`config.mk`:
```
export PLATFORM = sky130hd
export DESIGN_NAME = branch_predict_unit_flat
export DESIGN_NICKNAME = d
export VERILOG_FILES = /design/src/rtl/branch_predict_unit_pkg.sv /design/src/rtl/branch_predict_unit_if.sv /design/src/rtl/branch_predict_unit_cond_eval.sv /design/src/rtl/branch_predict_unit.sv /design/src/flat_wrapper.sv
export SDC_FILE = /design/constraint.sdc
export NUM_CORES = 1
export LEC_CHECK = 0
export CAP_MARGIN = 30
export CORE_ASPECT_RATIO = 0.6
export CORE_MARGIN = 2
export CORE_UTILIZATION = 51
export CTS_CLUSTER_SIZE = 12
export DETAILED_ROUTE_END_ITERATION = 7
export PLACE_DENSITY = 0.76
export SLEW_MARGIN = 30
export SYNTH_ARGS = -nofsm -noshare
export SYNTH_HDL_FRONTEND = slang
export SYNTH_SLANG_ARGS = --single-unit
```
`constraint.sdc`:
```
create_clock -name clk -period 2.75 [get_ports clk]
set_clock_uncertainty 0.05 [all_clocks]
set_input_delay 0.275 -clock clk [delete_from_list [all_inputs] [get_ports clk]]
set_output_delay 0.275 -clock clk [all_outputs]
set_load 0.05 [all_outputs]
```
`src/rtl/branch_predict_unit_pkg.sv`:
```
// Shared definitions for the branch predict unit: funct3 encodings,
// default counter reset value and the condition-evaluator result type.
package branch_predict_unit_pkg;

  // Conditional-branch funct3 encodings
  localparam logic [2:0] BR_BEQ  = 3'b000;
  localparam logic [2:0] BR_BNE  = 3'b001;
  localparam logic [2:0] BR_BLT  = 3'b100;
  localparam logic [2:0] BR_BGE  = 3'b101;
  localparam logic [2:0] BR_BLTU = 3'b110;
  localparam logic [2:0] BR_BGEU = 3'b111;

  // Weakly not-taken
  localparam int CTR_INIT_DEF = 1;

  // Condition evaluation result
  typedef struct packed {
    logic legal;
    logic outcome;
  } br_cond_t;

endpackage

```
`src/rtl/branch_predict_unit_if.sv`:
```
// Core-side bundle for the branch predict unit: IF lookup plus EX resolution.
// master = pipeline side, slave = predictor side.
interface branch_predict_unit_if #(
  parameter int PC_W = 32
);
  // IF lookup
  logic [PC_W-1:0] pc_if;
  logic            pred_taken_if;
  // EX resolution
  logic            res_valid;
  logic            res_stall;
  logic            Branch;
  logic [2:0]      function3;
  logic [PC_W-1:0] pc_ex;
  logic            pred_taken_ex;
  logic            zero_flag;
  logic            carry_flag;
  logic            overflow_flag;
  logic            sign_flag;
  logic            branch_sel;
  logic            mispredict;

  modport master (
    output pc_if, res_valid, res_stall, Branch, function3, pc_ex, pred_taken_ex,
           zero_flag, carry_flag, overflow_flag, sign_flag,
    input  pred_taken_if, branch_sel, mispredict
  );

  modport slave (
    input  pc_if, res_valid, res_stall, Branch, function3, pc_ex, pred_taken_ex,
           zero_flag, carry_flag, overflow_flag, sign_flag,
    output pred_taken_if, branch_sel, mispredict
  );
endinterface

```
`src/rtl/branch_predict_unit_cond_eval.sv`:
```
// branch_cond_eval: combinational funct3 + ALU flags -> {legal, outcome}.
// Carry follows the subtract convention: carry=1 means no borrow (a >= b unsigned).
module branch_cond_eval
  import branch_predict_unit_pkg::*;
(
  input  logic [2:0] i_funct3,
  input  logic       i_zero,
  input  logic       i_carry,
  input  logic       i_overflow,
  input  logic       i_sign,
  output br_cond_t   o_res
);

  // Decode funct3; 010/011 are reserved and resolve as illegal, not taken
  always_comb begin
    o_res = '0;
    unique case (i_funct3)
      BR_BEQ:  o_res = '{legal: 1'b1, outcome:  i_zero};
      BR_BNE:  o_res = '{legal: 1'b1, outcome: ~i_zero};
      BR_BLT:  o_res = '{legal: 1'b1, outcome:  (i_sign ^ i_overflow)};
      BR_BGE:  o_res = '{legal: 1'b1, outcome: ~(i_sign ^ i_overflow)};
      BR_BLTU: o_res = '{legal: 1'b1, outcome: ~i_carry};
      BR_BGEU: o_res = '{legal: 1'b1, outcome:  i_carry};
      default: o_res = '0;
    endcase
  end

endmodule

```
`src/rtl/branch_predict_unit.sv`:
```
// branch_predict_unit: PC-indexed BHT of saturating counters. Predicts at IF
// (combinational read, no bypass), resolves and updates at EX.
// Optional statistics counters: define BRANCH_STATS_EN.
module branch_predict_unit
  import branch_predict_unit_pkg::*;
#(
  parameter int PC_W      = 32,
  parameter int BHT_DEPTH = 64,
  parameter int CTR_W     = 2,
  parameter int CTR_INIT  = CTR_INIT_DEF
) (
  input  logic                   clk,
  input  logic                   rst,
  branch_predict_unit_if.slave   bus
`ifdef BRANCH_STATS_EN
  ,
  output logic [31:0]            stat_branches,
  output logic [31:0]            stat_mispredicts
`endif
);

  localparam int IDXW = $clog2(BHT_DEPTH);
  localparam logic [CTR_W-1:0] CTR_MAX = '1;
  localparam logic [CTR_W-1:0] CTR_RST = CTR_W'(CTR_INIT);

  logic [CTR_W-1:0] r_bht [BHT_DEPTH];

  logic [IDXW-1:0]  w_idx_if;
  logic [IDXW-1:0]  w_idx_ex;
  logic [CTR_W-1:0] w_ctr_cur;
  logic [CTR_W-1:0] w_ctr_nxt;
  br_cond_t         w_res;
  logic             w_upd;
  logic             w_mis;
  logic             w_unused;

  // Word-aligned PCs: bits [1:0] skipped, upper bits alias by design
  assign w_idx_if = bus.pc_if[IDXW+1:2];
  assign w_idx_ex = bus.pc_ex[IDXW+1:2];
  assign w_unused = ^{bus.pc_if, bus.pc_ex};

  branch_cond_eval u_cond (
    .i_funct3   (bus.function3),
    .i_zero     (bus.zero_flag),
    .i_carry    (bus.carry_flag),
    .i_overflow (bus.overflow_flag),
    .i_sign     (bus.sign_flag),
    .o_res      (w_res)
  );

  assign w_upd = bus.res_valid & ~bus.res_stall & bus.Branch & w_res.legal;
  assign w_mis = w_upd & (w_res.outcome != bus.pred_taken_ex);

  assign bus.branch_sel    = w_upd & w_res.outcome;
  assign bus.mispredict    = w_mis;
  assign bus.pred_taken_if = r_bht[w_idx_if][CTR_W-1];

  assign w_ctr_cur = r_bht[w_idx_ex];

  // Saturating increment on taken, decrement on not taken
  always_comb begin
    w_ctr_nxt = w_ctr_cur;
    if (w_res.outcome) begin
      if (w_ctr_cur != CTR_MAX) w_ctr_nxt = w_ctr_cur + 1'b1;
    end else begin
      if (w_ctr_cur != '0) w_ctr_nxt = w_ctr_cur - 1'b1;
    end
  end

  // BHT storage: reset wins over a same-cycle update
  always_ff @(posedge clk) begin
    if (rst) begin
      for (int i = 0; i < BHT_DEPTH; i++) r_bht[i] <= CTR_RST;
    end else if (w_upd) begin
      r_bht[w_idx_ex] <= w_ctr_nxt;
    end
  end

`ifdef BRANCH_STATS_EN
  logic [31:0] r_stat_br;
  logic [31:0] r_stat_mp;

  // Resolved-branch and misprediction counts, saturating
  always_ff @(posedge clk) begin
    if (rst) begin
      r_stat_br <= '0;
      r_stat_mp <= '0;
    end else begin
      if (w_upd && (r_stat_br != 32'hFFFF_FFFF)) r_stat_br <= r_stat_br + 32'd1;
      if (w_mis && (r_stat_mp != 32'hFFFF_FFFF)) r_stat_mp <= r_stat_mp + 32'd1;
    end
  end

  assign stat_branches    = r_stat_br;
  assign stat_mispredicts = r_stat_mp;
`endif

endmodule

```
`src/flat_wrapper.sv`:
```
// flat-port wrapper written by rule: the top's interface ports become plain ports
module branch_predict_unit_flat import branch_predict_unit_pkg::*;
#(
  parameter int PC_W      = 32,
  parameter int BHT_DEPTH = 64,
  parameter int CTR_W     = 2,
  parameter int CTR_INIT  = CTR_INIT_DEF
)
  (clk, rst, bus_pc_if, bus_res_valid, bus_res_stall, bus_Branch, bus_function3, bus_pc_ex, bus_pred_taken_ex, bus_zero_flag, bus_carry_flag, bus_overflow_flag, bus_sign_flag, bus_pred_taken_if, bus_branch_sel, bus_mispredict);
  branch_predict_unit_if #(.PC_W(PC_W)) bus_i ();
  input  logic clk;
  input  logic rst;
  input wire logic [$bits(bus_i.pc_if)-1:0] bus_pc_if;
  input wire logic [$bits(bus_i.res_valid)-1:0] bus_res_valid;
  input wire logic [$bits(bus_i.res_stall)-1:0] bus_res_stall;
  input wire logic [$bits(bus_i.Branch)-1:0] bus_Branch;
  input wire logic [$bits(bus_i.function3)-1:0] bus_function3;
  input wire logic [$bits(bus_i.pc_ex)-1:0] bus_pc_ex;
  input wire logic [$bits(bus_i.pred_taken_ex)-1:0] bus_pred_taken_ex;
  input wire logic [$bits(bus_i.zero_flag)-1:0] bus_zero_flag;
  input wire logic [$bits(bus_i.carry_flag)-1:0] bus_carry_flag;
  input wire logic [$bits(bus_i.overflow_flag)-1:0] bus_overflow_flag;
  input wire logic [$bits(bus_i.sign_flag)-1:0] bus_sign_flag;
  output wire logic [$bits(bus_i.pred_taken_if)-1:0] bus_pred_taken_if;
  output wire logic [$bits(bus_i.branch_sel)-1:0] bus_branch_sel;
  output wire logic [$bits(bus_i.mispredict)-1:0] bus_mispredict;
  assign bus_i.pc_if = bus_pc_if;
  assign bus_i.res_valid = bus_res_valid;
  assign bus_i.res_stall = bus_res_stall;
  assign bus_i.Branch = bus_Branch;
  assign bus_i.function3 = bus_function3;
  assign bus_i.pc_ex = bus_pc_ex;
  assign bus_i.pred_taken_ex = bus_pred_taken_ex;
  assign bus_i.zero_flag = bus_zero_flag;
  assign bus_i.carry_flag = bus_carry_flag;
  assign bus_i.overflow_flag = bus_overflow_flag;
  assign bus_i.sign_flag = bus_sign_flag;
  assign bus_pred_taken_if = bus_i.pred_taken_if;
  assign bus_branch_sel = bus_i.branch_sel;
  assign bus_mispredict = bus_i.mispredict;
  branch_predict_unit #(.PC_W(PC_W), .BHT_DEPTH(BHT_DEPTH), .CTR_W(CTR_W), .CTR_INIT(CTR_INIT)) u_core (.clk(clk), .rst(rst), .bus(bus_i));
endmodule
```
Word-level counts from Yosys, hierarchy flattened

Memories as Yosys holds them, arrays and structs flattened.
Index checks and enable logic that the tools add are counted.

Add/sub/neg operators: 2
$mul: 0
Div/mod/pow operators: 0
Order comparisons: 0
Equal/unequal tests: 7
Shift operators: 0
Mux-type cells: 12
Bitwise logic cells: 10
Reductions and logical operators: 3

Operators with widths:

| kind                  | count |
|---|---|
| $eq A3 B3 Y1 const B  | 4 |
| $pmux W2 S6           | 1 |
| $mux W2               | 4 |
| $mux W1               | 6 |
| $mux W6               | 1 |
| $and A1 B1 Y1         | 5 |
| $not A1 Y1            | 4 |
| $eq A3 B1 Y1 const B  | 1 |
| $logic_not A3 Y1      | 1 |
| $add A2 B1 Y2 const B | 1 |
| $ne A2 B2 Y1 const B  | 1 |
| $reduce_bool A2 Y1    | 1 |
| $reduce_or A2 Y1      | 1 |
| $sub A2 B1 Y2 const B | 1 |
| $ne A1 B1 Y1          | 1 |
| $xor A1 B1 Y1         | 1 |

Bits in registers: 0
Bits in latches: 0
RAM bits: 128
Memory bits (read-only): 0
Input port bits: 77
Output and inout bits: 3
Word-level logic and storage cells: 35
Memories kept: 1

Memories:

| name         | depth | width | read ports | clocked after memory_dff | wr ports | RTL line                  | source |
|---|---|---|---|---|---|---|---|
| u_core.r_bht | 64    | 2     | 2          | 0                        | 64       | branch_predict_unit.sv:26 | `logic [CTR_W-1:0] r_bht [BHT_DEPTH];` |

Longest topological paths before layout

Word-level depth: 9
Depth in mapped cells: 11
Mapped depth without buffers: 7

Hierarchy

A second synthesis with hierarchy kept.

Cell total of the unflattened synthesis: 623
Area total of the unflattened synthesis: 7,324.5 sq um

By module, submodules not included:

| module              | times used | cells each | area an instance (sq um) |
|---|---|---|---|
| branch_predict_unit | 1          | 612        | 7,250.7 |
| branch_cond_eval    | 1          | 11         | 73.8 |

Least setup slack after synthesis

Ideal clock, no wire load.

Kind: input -> output
Start point: input port bus_pc_if[2]
End point: output port bus_pred_taken_if
Data arrival time: 2.679 ns
Required time: 2.425 ns
Slack: -0.254 ns
Cell stages on the path: 6
Path buffers: 2
Cells stage by stage: clkbuf_1 buf_1 mux4_2 mux4_2 a211oi_1 a21oi_1

Longest elaborated chain between the ends: 1

RTL lines:

| what            | RTL line           | source |
|---|---|---|
| start, declared | flat_wrapper.sv:13 | `input wire logic [$bits(bus_i.pc_if)-1:0] bus_pc_if;` |
| $mem_v2 Z64 W2  | --                 |  |
| end, declared   | flat_wrapper.sv:24 | `output wire logic [$bits(bus_i.pred_taken_if)-1:0] bus_pred_taken_if;` |

Every way passes these cells.

==> impl_metrics.tcl <==
set metrics [dict create \
    status "finished with violations" \
    row_count 33 \
    synthSimpleGateAreaFrac 0.205 \
    rsz0062_at_grt "true" \
    overflow 0 \
    path_clk_slew_ps 60 \
    num_vias 5789 \
    violations "setup timing" \
    hp-class "in2reg" \
    dpl.cell_count 862 \
    maxCapViolations 0 \
    cts_sinks 128 \
    fin_util 0.669 \
    final_cells 900 \
    drive_above_1_share 0.320 \
    synthMuxAreaShare 0.163 \
    finalCritPeriodShare 1.03 \
    htree_num_levels 4 \
    startpoint_type "register" \
    largest_registers "u_core.r_bht x128" \
    max_freq_ghz 0.354 \
    synth-seq-area-share 0.536 \
    reg2regPathDepth 9 \
    antenna_left 0 \
    slew_viol_final 0 \
    worst-endpoint-required_ps 2420 \
    netlist_instances 604 \
    syn_avg_cell_area_um2 11.9 \
    worstReg2RegStart "u_core.r_bht[31][0]" \
    synthTopCellsByCount "edfxtp_1 (128), nand2_1 (70), nor2_1 (64)" \
    portBuffers 27 \
    start_util 0.523 \
    largest_register_ffs 128 \
    syn-num-nets 681 \
    synth_edf_count 128 \
    fin_setup_tns_ps -700 \
    ir_drop_mv 0.449 \
    route.detailed.drc 0 \
    finalWirelength_um 22300 \
    die_w_um 157 \
    hold_viol 0 \
    io_pins 80 \
    worstSetupPathType "reg2out" \
    synth.most_common_cell "edfxtp_1" \
    fillCellCount 986 \
    wl_per_cell_um 24.8 \
    synthAdderAreaFrac 0 \
    synth_compound_area_frac 0.0505 \
    final_design_area_no_fill_um2 9180 \
    grt_usage 0.312 \
    die_h_um 95.8 \
    clock_path_buffers 2 \
    cp-end-kind "output port" \
    grt_pass1_wl_um 33300 \
    synthFlopType "edfxtp_1" \
    power_density_nw_per_um2 587 \
    synthTopCellsByArea "edfxtp_1 (54%), mux4_2 (14%), nand2_1 (3.7%)" \
    ys_seq_elements 128 \
    ctsHoldBuffers 0 \
    synth_top_area_cell "edfxtp_1" \
    synthDistinctLibCells 43 \
    grt_max_degree 64 \
    reg2reg_to "u_core.r_bht[40][1]" \
    clkLatencyLatePin_ps 420 \
    regMostFlops "u_core.r_bht" \
    area_growth_pct 28.1 \
    dieArea_um2 15000 \
    setup_ws_ps -70.9 \
    synth_top_area_frac 0.536 \
    p_leak_nw 3.13 \
    cts-root-buf "clkbuf_16" \
    synth_top_family_by_area "simple AND/OR/NAND/NOR gates" \
    gp_congestion 0.945 \
    worst_pin_slew_ps 673 \
    first_pass_iters 6 \
    cp-startpoint "u_core.r_bht[5][1]" \
    numCtsBuffers 17 \
    tritoncts "built" \
    antenna_found_initial 1 \
    crit_arrival_ps 2500 \
    crit_path_end "bus_pred_taken_if" \
    min_period_ps 2820 \
    place_ws_ps -437 \
    drt_iter0_drc 867 \
    nets 772 \
    grt_pass1_vias 5597 \
    r2r_setup_slack_ps -40 \
    dp_hpwl_um 15100 \
    async_reset_ff_frac 0 \
    viasPerCell 6.43 \
    synth_xor_area_frac 0.00489 \
    synth_area_um2 7170 \
    crit_fanout 2 \
    slew_headroom 0.550 \
    setup_violations 38 \
    core_area_um2 13700 \
    synth_warnings 0 \
    dpl_cell_area_um2 8240 \
]
## cells by family after synthesis
kind of cell / count (synthesis)
AOI/OAI and AO/OA: 49
buffers and inverters: 57
DFF: 128
and+or+nand+nor: 303
xor gates and xnor gates: 4
muxes: 63
## where the power goes
part / internal, W / total [W] / switching, W
sequential: 0.00219 / 0.00221 / 0.0000281
combinational: 0.000409 / 0.000914 / 0.000506
clock: 0.00142 / 0.00226 / 0.000841
## per-stage QoR
stage	total power [W]	hold WS (ps)
2_1_floorplan	0.00268	474
3_3_place_gp	0.00295	601
3_5_place_dp	0.00296	619
4_1_cts	0.00530	192
5_1_grt	0.00551	216
6_report	0.00539	204
## worst max-delay path, cell delays in order (launching register included)
cell and delay [ps]:
edfxtp_1 450, mux4_2 540, mux4_2 500, nor2b_1 150, a211oi_1 170, a21oi_1 70, buf_4 200
## how the worst min path moves through the flow
stage | from | endpoint | slack [ps] | depth (start not counted)
4_1_cts | rst | u_core.r_bht[13][0] | 190 | 2
3_3_place_gp | rst | u_core.r_bht[13][0] | 600 | 2
6_report | rst | u_core.r_bht[13][0] | 200 | 2
5_1_grt | rst | u_core.r_bht[13][0] | 220 | 2
2_1_floorplan | rst | u_core.r_bht[20][0] | 470 | 2
3_5_place_dp | rst | u_core.r_bht[13][0] | 620 | 2
## per-layer routing
layer,track usage,vias to the layer above,part of all wire
met5,0,-,0
met4,0.106,0,0.028
met3,0.120,69,0.16
met2,0.448,463,0.43
met1,0.437,2809,0.39
li1,-,2448,-
## placed cells by master, fill, tap and decap left out, types with 3 or more instances in the layout
cell type	instances
edfxtp_1	128
buf_4	81
nand2_1	70
nor2_1	63
nand3_1	47
mux4_2	43
nand2b_1	37
nor3_1	35
or2_2	21
clkbuf_16	20
clkdlybuf4s50_1	19
mux2i_1	17
a21o_1	14
buf_12	13
a21oi_1	9
a221oi_1	4
clkbuf_1	4
or3_1	3
o21bai_1	3
a221oi_2	3
nor4_2	3
nand4_1	3
nor3_2	3
nor3_4	3
bufinv_16	3
clkinv_2	3
clkinv_4	3
buf_2	3
buf_6	3
## repair_timing
action / in CTS / in global routing
cloned: 4 / 3
setup buffers: 2 / 0
pin swaps: 4 / 5
gates resized for setup: 11 / 28
setup endpoints to repair: 65 / 124
## layout make-up
type                    instances  area, µm²  area share
diodes                          1       2.50    0.000273
clock buffers                  21        440      0.0480
clock inverters                10        139      0.0151
inverters                       2       7.51    0.000818
multi-input cells             419       3210       0.350
flip-flops and latches        128       3840       0.419
well taps                     192        240      0.0262
repair buffers                127       1290       0.141
(Power assumes the default switching activity.)
